===== src/rtl/lock_key_if.sv =====
// Key-provisioning bus between a key source and lock_key_sequencer.
// master = key source / test-access side, slave = sequencer.
interface lock_key_if #(parameter int KEY_W = 8);
   logic             load_req;
   logic             key_valid;
   logic             key_bit;
   logic             key_ready;
   logic [KEY_W-1:0] key_out;
   logic             fsm_rst;
   logic             busy;
   logic             done;
   logic             err;

   modport master (output load_req, key_valid, key_bit,
                   input  key_ready, key_out, fsm_rst, busy, done, err);
   modport slave  (input  load_req, key_valid, key_bit,
                   output key_ready, key_out, fsm_rst, busy, done, err);
endinterface


===== src/rtl/lock_key_sequencer.sv =====
// Serially loads a KEY_W-bit key, applies it atomically to a locked FSM and releases its reset.
// Optional trailing even-parity bit and ERR state when KEY_PARITY_CHK_EN is defined.
module lock_key_sequencer #(
   parameter int KEY_W    = 8,
   parameter int RST_HOLD = 4
) (
   input  logic          clk,
   input  logic          rst,
   lock_key_if.slave     bus
);
   localparam int IW = (KEY_W > 1) ? $clog2(KEY_W) : 1;
   localparam int HW = (RST_HOLD > 1) ? $clog2(RST_HOLD) : 1;

   typedef enum logic [2:0] {
      S_IDLE   = 3'd0,
      S_SHIFT  = 3'd1,
`ifdef KEY_PARITY_CHK_EN
      S_PARITY = 3'd2,
      S_ERR    = 3'd5,
`endif
      S_HOLD   = 3'd3,
      S_RUN    = 3'd4
   } state_t;

   state_t           state_q, state_d;
   logic [IW-1:0]    cnt_q, cnt_d;
   logic [HW-1:0]    hold_q, hold_d;
   logic [KEY_W-1:0] shadow_q, shadow_d;
   logic [KEY_W-1:0] key_out_q, key_out_d;
   logic             key_ready_q, key_ready_d;
   logic             fsm_rst_q, fsm_rst_d;
   logic             busy_q, busy_d;
   logic             done_q, done_d;
   logic             accept;

   // key_ready_q mirrors "state is SHIFT/PARITY", so it doubles as the accept qualifier
   assign accept = bus.key_valid & key_ready_q;

   always_comb begin
      state_d   = state_q;
      cnt_d     = cnt_q;
      hold_d    = hold_q;
      shadow_d  = shadow_q;
      key_out_d = key_out_q;
      unique case (state_q)
         S_IDLE: if (bus.load_req) begin
            state_d  = S_SHIFT;
            cnt_d    = '0;
            shadow_d = '0;
         end
         S_SHIFT: if (accept) begin
            shadow_d[cnt_q] = bus.key_bit;
            cnt_d           = cnt_q + 1'b1;
            if (cnt_q == IW'(KEY_W - 1)) begin
               cnt_d = '0;
`ifdef KEY_PARITY_CHK_EN
               state_d = S_PARITY;
`else
               state_d   = S_HOLD;
               hold_d    = '0;
               key_out_d = shadow_d;
`endif
            end
         end
`ifdef KEY_PARITY_CHK_EN
         S_PARITY: if (accept) begin
            if (!(^{shadow_q, bus.key_bit})) begin
               state_d   = S_HOLD;
               hold_d    = '0;
               key_out_d = shadow_q;
            end else begin
               state_d   = S_ERR;
               key_out_d = '0;
            end
         end
         S_ERR: if (bus.load_req) begin
            state_d  = S_SHIFT;
            cnt_d    = '0;
            shadow_d = '0;
         end
`endif
         S_HOLD: begin
            if (hold_q == HW'(RST_HOLD - 1)) state_d = S_RUN;
            else                             hold_d  = hold_q + 1'b1;
         end
         S_RUN: if (bus.load_req) begin
            state_d   = S_SHIFT;
            cnt_d     = '0;
            shadow_d  = '0;
            key_out_d = '0;
         end
         default: state_d = S_IDLE;
      endcase
   end

   // Outputs are decoded from the next state so they appear registered on the same edge
   always_comb begin
      key_ready_d = (state_d == S_SHIFT);
      busy_d      = (state_d == S_SHIFT) || (state_d == S_HOLD);
`ifdef KEY_PARITY_CHK_EN
      key_ready_d = key_ready_d || (state_d == S_PARITY);
      busy_d      = busy_d      || (state_d == S_PARITY);
`endif
      fsm_rst_d = (state_d != S_RUN);
      done_d    = (state_d == S_RUN);
   end

   always_ff @(posedge clk or negedge rst) begin
      if (!rst) begin
         state_q     <= S_IDLE;
         cnt_q       <= '0;
         hold_q      <= '0;
         shadow_q    <= '0;
         key_out_q   <= '0;
         key_ready_q <= 1'b0;
         fsm_rst_q   <= 1'b1;
         busy_q      <= 1'b0;
         done_q      <= 1'b0;
      end else begin
         state_q     <= state_d;
         cnt_q       <= cnt_d;
         hold_q      <= hold_d;
         shadow_q    <= shadow_d;
         key_out_q   <= key_out_d;
         key_ready_q <= key_ready_d;
         fsm_rst_q   <= fsm_rst_d;
         busy_q      <= busy_d;
         done_q      <= done_d;
      end
   end

`ifdef KEY_PARITY_CHK_EN
   logic err_q;
   always_ff @(posedge clk or negedge rst) begin
      if (!rst) err_q <= 1'b0;
      else      err_q <= (state_d == S_ERR);
   end
   assign bus.err = err_q;
`else
   assign bus.err = 1'b0;
`endif

   assign bus.key_ready = key_ready_q;
   assign bus.key_out   = key_out_q;
   assign bus.fsm_rst   = fsm_rst_q;
   assign bus.busy      = busy_q;
   assign bus.done      = done_q;
endmodule


===== src/flat_wrapper.sv =====
// flat-port wrapper written by rule: the top's interface ports become plain ports
module lock_key_sequencer_flat 
#(
   parameter int KEY_W    = 8,
   parameter int RST_HOLD = 4
)
  (clk, rst, bus_load_req, bus_key_valid, bus_key_bit, bus_key_ready, bus_key_out, bus_fsm_rst, bus_busy, bus_done, bus_err);
  lock_key_if #(.KEY_W(KEY_W)) bus_i ();
  input  logic clk;
  input  logic rst;
  input wire logic [$bits(bus_i.load_req)-1:0] bus_load_req;
  input wire logic [$bits(bus_i.key_valid)-1:0] bus_key_valid;
  input wire logic [$bits(bus_i.key_bit)-1:0] bus_key_bit;
  output wire logic [$bits(bus_i.key_ready)-1:0] bus_key_ready;
  output wire logic [$bits(bus_i.key_out)-1:0] bus_key_out;
  output wire logic [$bits(bus_i.fsm_rst)-1:0] bus_fsm_rst;
  output wire logic [$bits(bus_i.busy)-1:0] bus_busy;
  output wire logic [$bits(bus_i.done)-1:0] bus_done;
  output wire logic [$bits(bus_i.err)-1:0] bus_err;
  assign bus_i.load_req = bus_load_req;
  assign bus_i.key_valid = bus_key_valid;
  assign bus_i.key_bit = bus_key_bit;
  assign bus_key_ready = bus_i.key_ready;
  assign bus_key_out = bus_i.key_out;
  assign bus_fsm_rst = bus_i.fsm_rst;
  assign bus_busy = bus_i.busy;
  assign bus_done = bus_i.done;
  assign bus_err = bus_i.err;
  lock_key_sequencer #(.KEY_W(KEY_W), .RST_HOLD(RST_HOLD)) u_core (.clk(clk), .rst(rst), .bus(bus_i));
endmodule

===== config.mk =====
export PLATFORM = sky130hd
export DESIGN_NAME = lock_key_sequencer_flat
export DESIGN_NICKNAME = d
export VERILOG_FILES = /design/src/rtl/lock_key_if.sv /design/src/rtl/lock_key_sequencer.sv /design/src/flat_wrapper.sv
export SDC_FILE = /design/constraint.sdc
export NUM_CORES = 1
export LEC_CHECK = 0
export CORE_MARGIN = 3
export CORE_UTILIZATION = 45
export CTS_CLUSTER_DIAMETER = 40
export DETAILED_ROUTE_END_ITERATION = 6
export PLACE_DENSITY_LB_ADDON = 0.12
export SYNTH_ARGS = -nofsm -noshare
export SYNTH_HDL_FRONTEND = slang
export SYNTH_SLANG_ARGS = --single-unit

===== constraint.sdc =====
create_clock -name clk -period 1.6 [get_ports clk]
set_input_delay 0.32 -clock clk [delete_from_list [all_inputs] [get_ports clk]]
set_output_delay 0.32 -clock clk [all_outputs]
set_load 0.01 [all_outputs]

==> metrics list <==
* Maximum number of pins on one net before global-route repair: 22
* Synth Warn #: 0
- Counting the fill cells in the layout gives 231.
- Status: finished clean
- Among all stages on the critical path, the largest delay is contributed by sky130_fd_sc_hd__or3_4.
* Dpl ws: -0.136 ns
- The number of hold buffers added after CTS was 0.
- The initial antenna violation count is 0.
* H-tree level count: 1
- The finished cells cover 1690 um^2.
- Clock tree skew after final layout: 0.0141 ns
- Number of enable flip-flop cells after synthesis: 0
- Combined area of all synthesized cells: 1310 um^2
- CTS saw 28 sinks.
- Summing the sequential cell areas from Yosys gives 53.6% of the chip area.
* Minimum setup slack among reg-to-reg paths: 0.001 ns
- Async set-reset flop share out of synthesis: 100%
* Cell type contributing the most total cell area after synthesis: sky130_fd_sc_hd__dfrtp_1
* Remaining antenna violation count: 0
- The max-slew violation count is 0.
* Standby leakage power: 0.918 nW
- The floorplan step defined a core boundary enclosing 2610 um^2.
- Post-route clock period utilization: 99.9%
- In the global route stage, overall resource usage came out at 17.1%.
- Net total in the final layout: 145
- Estimated wirelength of the detail-placed design: 1910 um
* Distinct cells, synth: 28
* Startpoint kind of the worst setup timing path: flip-flop
- Row count: 18
* Element type at the critical path end: flip-flop
- The total overflow left after global routing is 0.
- Setup violations remaining at the end of the flow were counted as 0.
- Maximum fanout count along the critical path: 3
- Die H: 59.9 um
* Number of antenna diodes: 0
* Per-cell via count in the routed design: 5.55
- Capturing point of the worst reg2reg path: u_core.bus.key_out[4]
* Syn avg cell area: 11.8 um^2
* Area growth from synthesis to final layout: 29.3%
- Number of top-level pins: 18
- Chain of cells forming the critical path: ha_2 > ha_4 > inv_2 > or3_4 > buf_6 > mux2i_2
* Count of input and output buffers: 16
- For this block, the initial DRC count from the detailed router was 26.
- The via count of the first global-routing pass is 965.
* Critical Path Start: u_core.cnt_q[0]
- In the synthesized netlist the dominant register cell turns out to be sky130_fd_sc_hd__dfrtp_1.
- Startpoint of the worst register-to-register path: u_core.cnt_q[0]
* Clock insertion delay at the later pin of the skew report: 0.32 ns
- Flop and latch count out of synthesis: 28
* FMAX: 0.626 GHz
* DRC violation count after routing: 0
- First-pass GRT wire length: 4520 um
- Sorting the synthesized cells by area gives the leading types as sky130_fd_sc_hd__dfrtp_1, sky130_fd_sc_hd__mux2i_1, sky130_fd_sc_hd__o2bb2ai_1.
- Wires add up to 2550 um.
- Dividing total power by cell area gives a power density of 1610 nW/um^2.
- Largest voltage drop on the vdd net: 1060 uV
- Fin worst setup slack: 0.00140 ns
- Across the run, the number of max-cap violations was 0.
- Dividing the detail-routed wire length by the instance count gives 15.4 um.
- Fraction of post-synthesis cell area in the top cell type by area: 51.6%
- Proportion of layout cells with a drive suffix above 1: 18.4%
- Clock Tree Buf Depth: 2
- Power comes to 2.72 mW.
- In this run the horizontal extent of the chip is 59.9 um.
- The worst path in the final design needs a cycle of 1.60 ns, including I/O delays and setup.
* FF-to-FF path depth: 6
- Setup repair after global routing could not meet its margin everywhere.
- The congestion estimate from routability-driven global placement came to 0.731.
* Mapped Cells: 111
- TritonCTS built the clock tree.
- Clock buffer count from CTS: 3
* Starting utilization of the core area: 50.1%
- CP Data Required Time: 1.80 ns
- Nets in the synthesized netlist: 119
* Critical Path Max Stage Delay: 0.41 ns
* First-pass iteration count of the detailed router: 4
- Clock-pin slew on the worst setup and hold paths: 0.15 ns
- Hold Path Class: in2async
* Startpoint-to-endpoint class of the critical path: reg2reg
- For this block, the via count after detailed routing is 922.
- The hold violation count in the final report was 0.
- Buffer type at the clock tree root: sky130_fd_sc_hd__clkbuf_4
* Die Area: 3590 um^2
- Data arrives at the worst endpoint at 1.80 ns.
- In this run the cell area measured after placement is 1570 um^2.
## flip-flops by register name, indices dropped and copies added, names as in the netlist
register / count
u_core.bus.key_out: 8
u_core.shadow_q: 8
u_core.cnt_q: 3
u_core.state_q: 3
u_core.hold_q: 2
u_core.bus.busy: 1
u_core.bus.done: 1
u_core.bus.fsm_rst: 1
u_core.bus.key_ready: 1
## where the power goes
group          internal, mW  switching, mW  total (mW)
logic                 0.613          0.568        1.18
clock network         0.253          0.199       0.452
registers             0.949          0.138        1.09
## cell families after synthesis
group | after synthesis | share of synthesized area, %
other | 1 | 0.287
and+or+nand+nor | 28 | 13.1
adders and majority gates | 3 | 2.87
AOI/OAI and AO/OA | 20 | 12.5
DFF | 28 | 53.6
buffers and inverters | 14 | 4.59
muxes | 17 | 13.0
## critical path, delay by kind of cell (launching register included)
family	cells	cell delay, ns
muxes	1	0.14
buffers and inverters	2	0.18
adders and majority gates	2	0.35
DFF	1	0.40
and+or+nand+nor	1	0.41
## cell usage in the layout (no fill, tap or decap), drive strengths merged, types with 2 or more instances in the layout
| master | count |
|---|---|
| dfrtp | 27 |
| mux2i | 17 |
| buf | 15 |
| dlymetal6s2s | 9 |
| o2bb2ai | 8 |
| nand2 | 8 |
| clkdlybuf4s50 | 6 |
| inv | 4 |
| nand2b | 3 |
| nand3b | 3 |
| nor3b | 3 |
| nor2 | 3 |
| a22o | 3 |
| clkbuf | 3 |
| ha | 3 |
| nand4b | 2 |
| o41ai | 2 |
| nand4bb | 2 |
| a21o | 2 |
| o21ai | 2 |
## cell type report
class	instances	area, um^2	area share (%)
flip-flops and latches	28	702	41.5
clock inverters	1	30.0	1.78
inverters	4	15.0	0.888
repair buffers	31	314	18.6
clock buffers	3	22.5	1.33
multi-input cells	69	571	33.7
well taps	30	37.5	2.22
## routing by layer
metal / part of all wire (%) / up-vias / GRT usage [%]
li1: - / 450 / -
met2: 48 / 17 / 27.8
met5: 0 / - / 0
met1: 48 / 453 / 23.7
met3: 4.1 / 2 / 2.59
met4: 0.51 / 0 / 4.75
## metrics by stage
| stage | util [%] | setup TNS [ns] | hold WS (ns) | instances |
|---|---|---|---|---|
| after floorplan | - | 0 | 0.0244 | 111 |
| after global placement | 60.2 | -1.33 | 0.469 | 160 |
| after detailed placement | 60.2 | -1.65 | 0.476 | 160 |
| after CTS | 62.3 | 0 | 0.279 | 164 |
| after global routing | 64.8 | -0.335 | 0.265 | 166 |
| final | 64.8 | 0 | 0.292 | 166 |
## cell usage after synthesis (3+ instances only)
master and instances:
sky130_fd_sc_hd__a22o_1 3, sky130_fd_sc_hd__clkbuf_1 6, sky130_fd_sc_hd__dfrtp_1 27, sky130_fd_sc_hd__ha_1 3, sky130_fd_sc_hd__inv_1 4, sky130_fd_sc_hd__mux2i_1 17
sky130_fd_sc_hd__nand2_1 8, sky130_fd_sc_hd__nand2b_1 3, sky130_fd_sc_hd__nand3b_1 3, sky130_fd_sc_hd__nor2_1 3, sky130_fd_sc_hd__nor3b_1 3, sky130_fd_sc_hd__o2bb2ai_1 8
## worst max-delay path by stage
| stage | end | slack, ns | cells past startpoint |
|---|---|---|---|
| finish | u_core.bus.key_out[4] | 0.001 | 6 |
| global route | u_core.bus.key_out[4] | -0.09 | 6 |
| CTS | u_core.bus.key_out[4] | 0.004 | 6 |
| detailed placement | u_core.bus.key_out[5] | -0.14 | 5 |
| global placement | u_core.cnt_q[0] | -0.11 | 5 |
| floorplan | u_core.hold_q[1] | 0.10 | 6 |
## repair_timing
action,CTS,global route
endpoints found under the setup margin,9,17
buffers inserted,0,2
pin swaps,0,3
gates resized for setup,2,16
hold endpoints to repair,0,0
(Power assumes the default switching activity.)
